`src/rtl/sprite_pkg.sv`:
```
// sprite_pkg: shared definitions for the sprite RAM writer.
//   - MMIO register offsets (PIXEL, RECT, STATUS, CTRL)
//   - command word field positions
//   - FSM state enum
//   - sprite side length / coordinate width
package sprite_pkg;

  localparam int unsigned SPRITE_SIDE = 32;
  localparam int unsigned COORD_W     = 5;

  localparam logic [4:0] OFF_PIXEL  = 5'd0;
  localparam logic [4:0] OFF_RECT   = 5'd1;
  localparam logic [4:0] OFF_STATUS = 5'd2;
  localparam logic [4:0] OFF_CTRL   = 5'd3;

  // Field LSBs; x/y share positions between PIXEL and RECT words.
  localparam int unsigned F_X_LSB        = 0;
  localparam int unsigned F_Y_LSB        = 5;
  localparam int unsigned F_PIX_COL_LSB  = 10;
  localparam int unsigned F_W_LSB        = 10;
  localparam int unsigned F_H_LSB        = 15;
  localparam int unsigned F_RECT_COL_LSB = 20;
  localparam int unsigned COL_W          = 2;

  localparam int unsigned CTRL_ABORT_BIT   = 0;
  localparam int unsigned CTRL_CLR_ERR_BIT = 1;

  typedef enum logic [1:0] {
    StIdle,
    StPix,
    StRect
  } state_e;

endpackage

```
`src/rtl/sprite_rect_scan.sv`:
```
// sprite_rect_scan: raster offset counter for rectangle fills.
// Holds the offset (i, j) of the pixel currently being emitted; x fastest.
//   clk, reset   : clock, synchronous active-high reset
//   i_load       : restart at (0,0) and capture width-1 / height-1
//   i_step       : advance to the next offset in raster order
//   i_w_m1/i_h_m1: rectangle width-1 / height-1
//   o_done       : current offset is the last pixel of the rectangle
//   o_x / o_y    : offset of the next pixel in raster order
module sprite_rect_scan
  import sprite_pkg::*;
(
  input  logic               clk,
  input  logic               reset,
  input  logic               i_load,
  input  logic               i_step,
  input  logic [COORD_W-1:0] i_w_m1,
  input  logic [COORD_W-1:0] i_h_m1,
  output logic               o_done,
  output logic [COORD_W-1:0] o_x,
  output logic [COORD_W-1:0] o_y
);

  logic [COORD_W-1:0] r_i, r_j, r_w_m1, r_h_m1;
  logic               w_last_x;

  assign w_last_x = (r_i == r_w_m1);
  assign o_done   = w_last_x && (r_j == r_h_m1);
  assign o_x      = w_last_x ? '0 : r_i + COORD_W'(1);
  assign o_y      = w_last_x ? r_j + COORD_W'(1) : r_j;

  always_ff @(posedge clk) begin
    if (reset) begin
      r_i    <= '0;
      r_j    <= '0;
      r_w_m1 <= '0;
      r_h_m1 <= '0;
    end else if (i_load) begin
      r_i    <= '0;
      r_j    <= '0;
      r_w_m1 <= i_w_m1;
      r_h_m1 <= i_h_m1;
    end else if (i_step) begin
      r_i <= o_x;
      r_j <= o_y;
    end
  end

endmodule

```
`src/rtl/sprite_ram_writer.sv`:
```
// sprite_ram_writer: MMIO slave that writes single pixels or filled
// rectangles into a sprite RAM, one pixel per cycle.
//   clk, reset          : clock, synchronous active-high reset
//   cs, read, write     : bus slot select and strobes
//   addr, wr_data       : register offset and write data
//   rd_data             : STATUS {30'b0, err, busy} at offset 2, else 0
//   we, addr_w, din     : sprite RAM write port, addr_w = {y, x}
// Build option: define SPRITE_WR_CLIP_EN to suppress writes for rectangle
// pixels past column/row 31 instead of wrapping modulo 32.
module sprite_ram_writer
  import sprite_pkg::*;
#(
  parameter int unsigned ADDR_WIDTH = 10,
  parameter int unsigned DATA_WIDTH = 2
) (
  input  logic                  clk,
  input  logic                  reset,
  input  logic                  cs,
  input  logic                  read,
  input  logic                  write,
  input  logic [4:0]            addr,
  input  logic [31:0]           wr_data,
  output logic [31:0]           rd_data,
  output logic                  we,
  output logic [ADDR_WIDTH-1:0] addr_w,
  output logic [DATA_WIDTH-1:0] din
);

  state_e                r_state;
  logic                  r_we;
  logic                  r_err;
  logic [ADDR_WIDTH-1:0] r_addr;
  logic [DATA_WIDTH-1:0] r_din;
  logic [COORD_W-1:0]    r_x0, r_y0;

  logic               w_wr, w_cmd_pix, w_cmd_rect, w_abort, w_clr_err, w_busy;
  logic               w_load, w_step, w_scan_done, w_pix_on;
  logic [COORD_W-1:0] w_off_x, w_off_y;
  logic [COORD_W:0]   w_sum_x, w_sum_y;
  logic               w_unused_wdata;

  assign w_wr       = cs && write;
  assign w_cmd_pix  = w_wr && (addr == OFF_PIXEL);
  assign w_cmd_rect = w_wr && (addr == OFF_RECT);
  assign w_abort    = w_wr && (addr == OFF_CTRL) && wr_data[CTRL_ABORT_BIT];
  assign w_clr_err  = w_wr && (addr == OFF_CTRL) && wr_data[CTRL_CLR_ERR_BIT];
  assign w_busy     = (r_state != StIdle);

  assign w_load = w_cmd_rect && !w_busy;
  assign w_step = (r_state == StRect) && !w_scan_done && !w_abort;

  sprite_rect_scan u_scan (
    .clk    (clk),
    .reset  (reset),
    .i_load (w_load),
    .i_step (w_step),
    .i_w_m1 (wr_data[F_W_LSB +: COORD_W]),
    .i_h_m1 (wr_data[F_H_LSB +: COORD_W]),
    .o_done (w_scan_done),
    .o_x    (w_off_x),
    .o_y    (w_off_y)
  );

  // One extra bit keeps the carry so clipping can see x0+i > 31.
  assign w_sum_x = {1'b0, r_x0} + {1'b0, w_off_x};
  assign w_sum_y = {1'b0, r_y0} + {1'b0, w_off_y};

`ifdef SPRITE_WR_CLIP_EN
  assign w_pix_on = !(w_sum_x[COORD_W] || w_sum_y[COORD_W]);
`else
  logic w_unused_carry;
  assign w_unused_carry = w_sum_x[COORD_W] ^ w_sum_y[COORD_W];
  assign w_pix_on       = 1'b1;
`endif

  assign w_unused_wdata = ^wr_data[31:22];

  always_ff @(posedge clk) begin
    if (reset) begin
      r_state <= StIdle;
      r_we    <= 1'b0;
      r_err   <= 1'b0;
      r_addr  <= '0;
      r_din   <= '0;
      r_x0    <= '0;
      r_y0    <= '0;
    end else begin
      if (w_busy && (w_cmd_pix || w_cmd_rect)) begin
        r_err <= 1'b1;
      end else if (w_clr_err) begin
        r_err <= 1'b0;
      end

      case (r_state)
        StIdle: begin
          r_we <= 1'b0;
          if (w_cmd_pix) begin
            r_state <= StPix;
            r_we    <= 1'b1;
            r_addr  <= ADDR_WIDTH'({wr_data[F_Y_LSB +: COORD_W], wr_data[F_X_LSB +: COORD_W]});
            r_din   <= DATA_WIDTH'(wr_data[F_PIX_COL_LSB +: COL_W]);
          end else if (w_cmd_rect) begin
            // First pixel (offset 0,0) is emitted straight from the command word.
            r_state <= StRect;
            r_we    <= 1'b1;
            r_addr  <= ADDR_WIDTH'({wr_data[F_Y_LSB +: COORD_W], wr_data[F_X_LSB +: COORD_W]});
            r_din   <= DATA_WIDTH'(wr_data[F_RECT_COL_LSB +: COL_W]);
            r_x0    <= wr_data[F_X_LSB +: COORD_W];
            r_y0    <= wr_data[F_Y_LSB +: COORD_W];
          end
        end
        StPix: begin
          r_state <= StIdle;
          r_we    <= 1'b0;
        end
        StRect: begin
          if (w_abort || w_scan_done) begin
            r_state <= StIdle;
            r_we    <= 1'b0;
          end else begin
            r_we   <= w_pix_on;
            r_addr <= ADDR_WIDTH'({w_sum_y[COORD_W-1:0], w_sum_x[COORD_W-1:0]});
          end
        end
        default: begin
          r_state <= StIdle;
          r_we    <= 1'b0;
        end
      endcase
    end
  end

  assign we     = r_we;
  assign addr_w = r_addr;
  assign din    = r_din;

  always_comb begin
    rd_data = '0;
    if (cs && read && (addr == OFF_STATUS)) begin
      rd_data = {30'b0, r_err, w_busy};
    end
  end

endmodule

```
`config.mk`:
```
export PLATFORM = sky130hd
export DESIGN_NAME = sprite_ram_writer
export DESIGN_NICKNAME = d
export VERILOG_FILES = /design/src/rtl/sprite_pkg.sv /design/src/rtl/sprite_rect_scan.sv /design/src/rtl/sprite_ram_writer.sv
export SDC_FILE = /design/constraint.sdc
export NUM_CORES = 1
export LEC_CHECK = 0
export BUFFER_PORTS_ARGS = -buffer_cell sky130_fd_sc_hd__buf_2
export CORE_MARGIN = 5
export CORE_UTILIZATION = 51
export CTS_BUF_LIST = sky130_fd_sc_hd__clkbuf_8 sky130_fd_sc_hd__clkbuf_16
export CTS_CLUSTER_DIAMETER = 200
export DETAILED_ROUTE_END_ITERATION = 7
export PLACE_DENSITY = 0.8
export SETUP_SLACK_MARGIN = 0.2
export SKIP_LAST_GASP = 1
export SLEW_MARGIN = 20
export SYNTH_ARGS = -nofsm -noshare
export SYNTH_HDL_FRONTEND = slang
export SYNTH_SLANG_ARGS = --single-unit
```
`constraint.sdc`:
```
create_clock -name clk -period 3.97 [get_ports clk]
set_input_delay 0 -clock clk [delete_from_list [all_inputs] [get_ports clk]]
set_output_delay 0 -clock clk [all_outputs]
set_load 0.01 [all_outputs]
```
==> summary.md <==
| Metric | Value |
|---|---|
| Seq cells post-synth | 46 |
| Largest net degree at the start of global routing | 41 |
| CP startpoint kind | register |
| Outcome | complete, no violations |
| Share of layout cells above drive strength 1 | 18.6% |
| Drt drc | 0 |
| Arrival @ worst endpoint | 3.22 ns |
| Crit-path cells | xnor2_1, nand2_1, nor2_1, mux2_2, fa_1, a21o_1, a21oi_1, xnor2_1, xnor2_1, o221a_2, nor3_1 |
| Total track usage | 17.2% |
| Initial Util | 53.3% |
| Final Hold Fails | 0 |
| First-pass GRT wire length | 10000 um |
| Cells after DPL | 429 |
| Fillers | 457 |
| FF-to-FF path depth | 11 |
| HP Class | input pin to register |
| Core Footprint | 5170 um2 |
| Ys Warns | 0 |
| Synth area leader | dfxtp_1 |
| Routed Antenna Nets | 0 |
| Iteration-0 DRC Markers | 97 |
| Worst VDD drop | 0.167 mV |
| Clk pin slew, worst setup/hold paths | 0.09 ns |
| Max-slew violations | 0 |
| CP Class | register to register |
| Post-Route WL | 5860 um |
| Slew @ Worst Pin | 1.05 ns |
| Mapped Cells | 329 |
| PortBufs | 46 |
| Multi-input gate area | 1590 um2 |
| CP max stage delay | 0.45 ns |
| Stages on worst setup path | 11 |
| Synth top area share | 33.4% |
| Top Ports | 87 |
| Worst hold path depth | 5 |
| H-Tree Depth | 2 |
| Post-cts sizing count | 0 |
| HPWL Detailed | 4150 um |
| Worst EP required | 4.19 ns |
| Clk sinks | 46 |
| CP endpoint kind | register |
| Buf+Inv Stages, Crit Path | 0 |
| Mapped Avg Cell Area | 8.38 um2 |
| Final clock skew | 0.00387 ns |
| Setup tns final | 0 ns |
| Top post-synthesis cells by area | dfxtp_1 (33%), buf_4 (8.7%), nand2_1 (6.9%), a21oi_1 (5.8%), xnor2_1 (5.7%) |
| Top Family by Delay on Critical Path | simple AND/OR/NAND/NOR gates |
| Total gr overflow | 0 |
| Power per cell area | 269 nW/um2 |
| Die ar. | 6980 um2 |
| Final setup viols | 0 |
| Fmax | 0.334 GHz |
| TritonRoute pass-1 iters | 4 |
| Diodes inserted | 0 |
| RSZ-0062 raised after global routing | false |
| Via density | 4.97 |
| Final #Nets | 442 |
| Period utilization | 75.4% |
| GPL Wtd Cong | 0.842 |
| Slew headroom | 30.0% |
| Area Overhead vs Synth | 15.3% |
| TritonCTS Buffers | 5 |
| Via count of the routed design | 2277 |
| Average routed wire per standard cell | 12.8 um |
| Seq/Total Area, Yosys | 33.4% |
| Mapped Area | 2760 um2 |
| Clock latency on the worst-skew pair | 0.30 ns |
| CTS root buffer | clkbuf_8 |
| Chip width | 83.5 um |
| Most used cell along the critical path | xnor2_1 |
| Final Critical Period | 2.99 ns |
| Finished Core Util | 61.5% |
| Synth unique cells | 41 |
| Chip height | 83.5 um |
| Max Cap Viol | 0 |
| Maximum root-to-sink buffer count | 2 |
| Initial antenna violation count | 0 |
| Crit-path slowest cell | fa_1 |
| Row Count | 26 |
| Final Non-Filler Cells | 458 |
| Seq. cell area | 921 um2 |
| CTS tree | done |
| Vias in the first global route | 2200 |
| LEAKAGE | 1.39 nW |
| Max Fanout on Critical Path | 6 |
registers in the layout, indices dropped and copies added, names as in the netlist, 2 cells and up:
name and count:
addr_w 10, r_x0 5, r_y0 5, u_scan.r_h_m1 5, u_scan.r_i 5, u_scan.r_j 5
u_scan.r_w_m1 5, din 2, r_state 2
worst paths after layout:
kind | startpoint | to | slack (ns)
max | u_scan.r_i[0] | addr_w[9] | 0.98
min | wr_data[21] | din[1] | 0.07
max reg2reg | u_scan.r_i[0] | addr_w[9] | 0.98
min reg2reg | r_x0[4] | r_x0[4] | 0.46
power by group:
part | switching (W) | internal [W] | leakage [nW]
Combinational | 0.0000482 | 0.0000351 | 0.970
Clock | 0.000167 | 0.000140 | 0.0472
Sequential | 0.00000135 | 0.000464 | 0.371
Total | 0.000216 | 0.000639 | 1.39
timing repair:
action	4_1_cts	5_1_grt
buffers inserted	0	0
hold endpoints to repair	22	0
hold buffers	21	0
metrics by stage:
step | worst slack, ns | power, W | area [um2] | hold WS (ns)
6_report | 0.977 | 0.000855 | 3180 | 0.0721
5_1_grt | 0.712 | 0.000888 | 3180 | 0.113
4_1_cts | 0.969 | 0.000857 | 3180 | 0.0712
3_5_place_dp | 0.991 | 0.000541 | 2880 | 0.246
3_3_place_gp | 1.09 | 0.000540 | 2880 | 0.240
2_1_floorplan | 1.19 | 0.000539 | 2870 | 0.136
cells by family (layout without fill, tap and decap cells):
group,count (synthesis),after routing,share of synthesized area (%)
other cells,1,30,0.136
buf+inv,55,85,12.8
compound gates,55,55,13.3
flops,46,46,33.4
xor+xnor,25,25,8.44
mux,12,12,4.40
simple gates,122,122,21.1
fa+ha+maj,13,13,6.44
synth_stat cells, drive strengths merged:
library cell  count
and4              1
mux2              1
a31oi             1
nand4             2
buf              39
conb              1
or4               3
nand2b            3
ha               11
o221a             1
a311o             1
or3               2
nor2             31
o211ai            1
inv               8
nand4b            1
o21ai             8
o311ai            1
nand2            52
clkbuf            8
a41oi             1
fa                2
a21oi            33
a21o              2
xnor2            18
nand3            15
a211oi            6
xnor3             1
nor3              7
mux2i            11
nor2b             3
and3              2
xor2              6
dfxtp            46
cell type report:
class	count	share of cell area, %
Clock buffer	6	2.60
Timing Repair Buffer	69	14.3
Tap cell	70	2.75
Multi-Input combinational cell	257	50.0
Inverter	8	0.944
Sequential cell	46	29.0
Clock inverter	2	0.393
routing by layer:
metal | routed length, um | GRT usage [%] | share of wire [%] | up-vias
met3 | 355 | 3.75 | 6.1 | 8
met4 | 76 | 4.82 | 1.3 | 0
li1 | - | - | - | 1162
met5 | 0 | 0 | 0 | -
met1 | 2350 | 19.0 | 40 | 1052
met2 | 3090 | 32.7 | 53 | 55
cells in the final DEF (no fill, tap or decap), drive strengths merged, types with 15 or more instances in the layout:
cell type	instances
conb	30
nand2	52
buf	48
dfxtp	46
nor2	31
a21oi	33
xnor2	18
nand3	15
dlygate4sd3	21
worst reg2reg max path, cell delays in order (launching register included):
cell and delay [ns]:
dfxtp_1 0.43, xnor2_1 0.15, nand2_1 0.16, nor2_1 0.28
mux2_2 0.41, fa_1 0.45, a21o_1 0.20, a21oi_1 0.16
xnor2_1 0.16, xnor2_1 0.10, o221a_2 0.23, nor3_1 0.17
No activity file was read; power rests on OpenSTA's default activity.
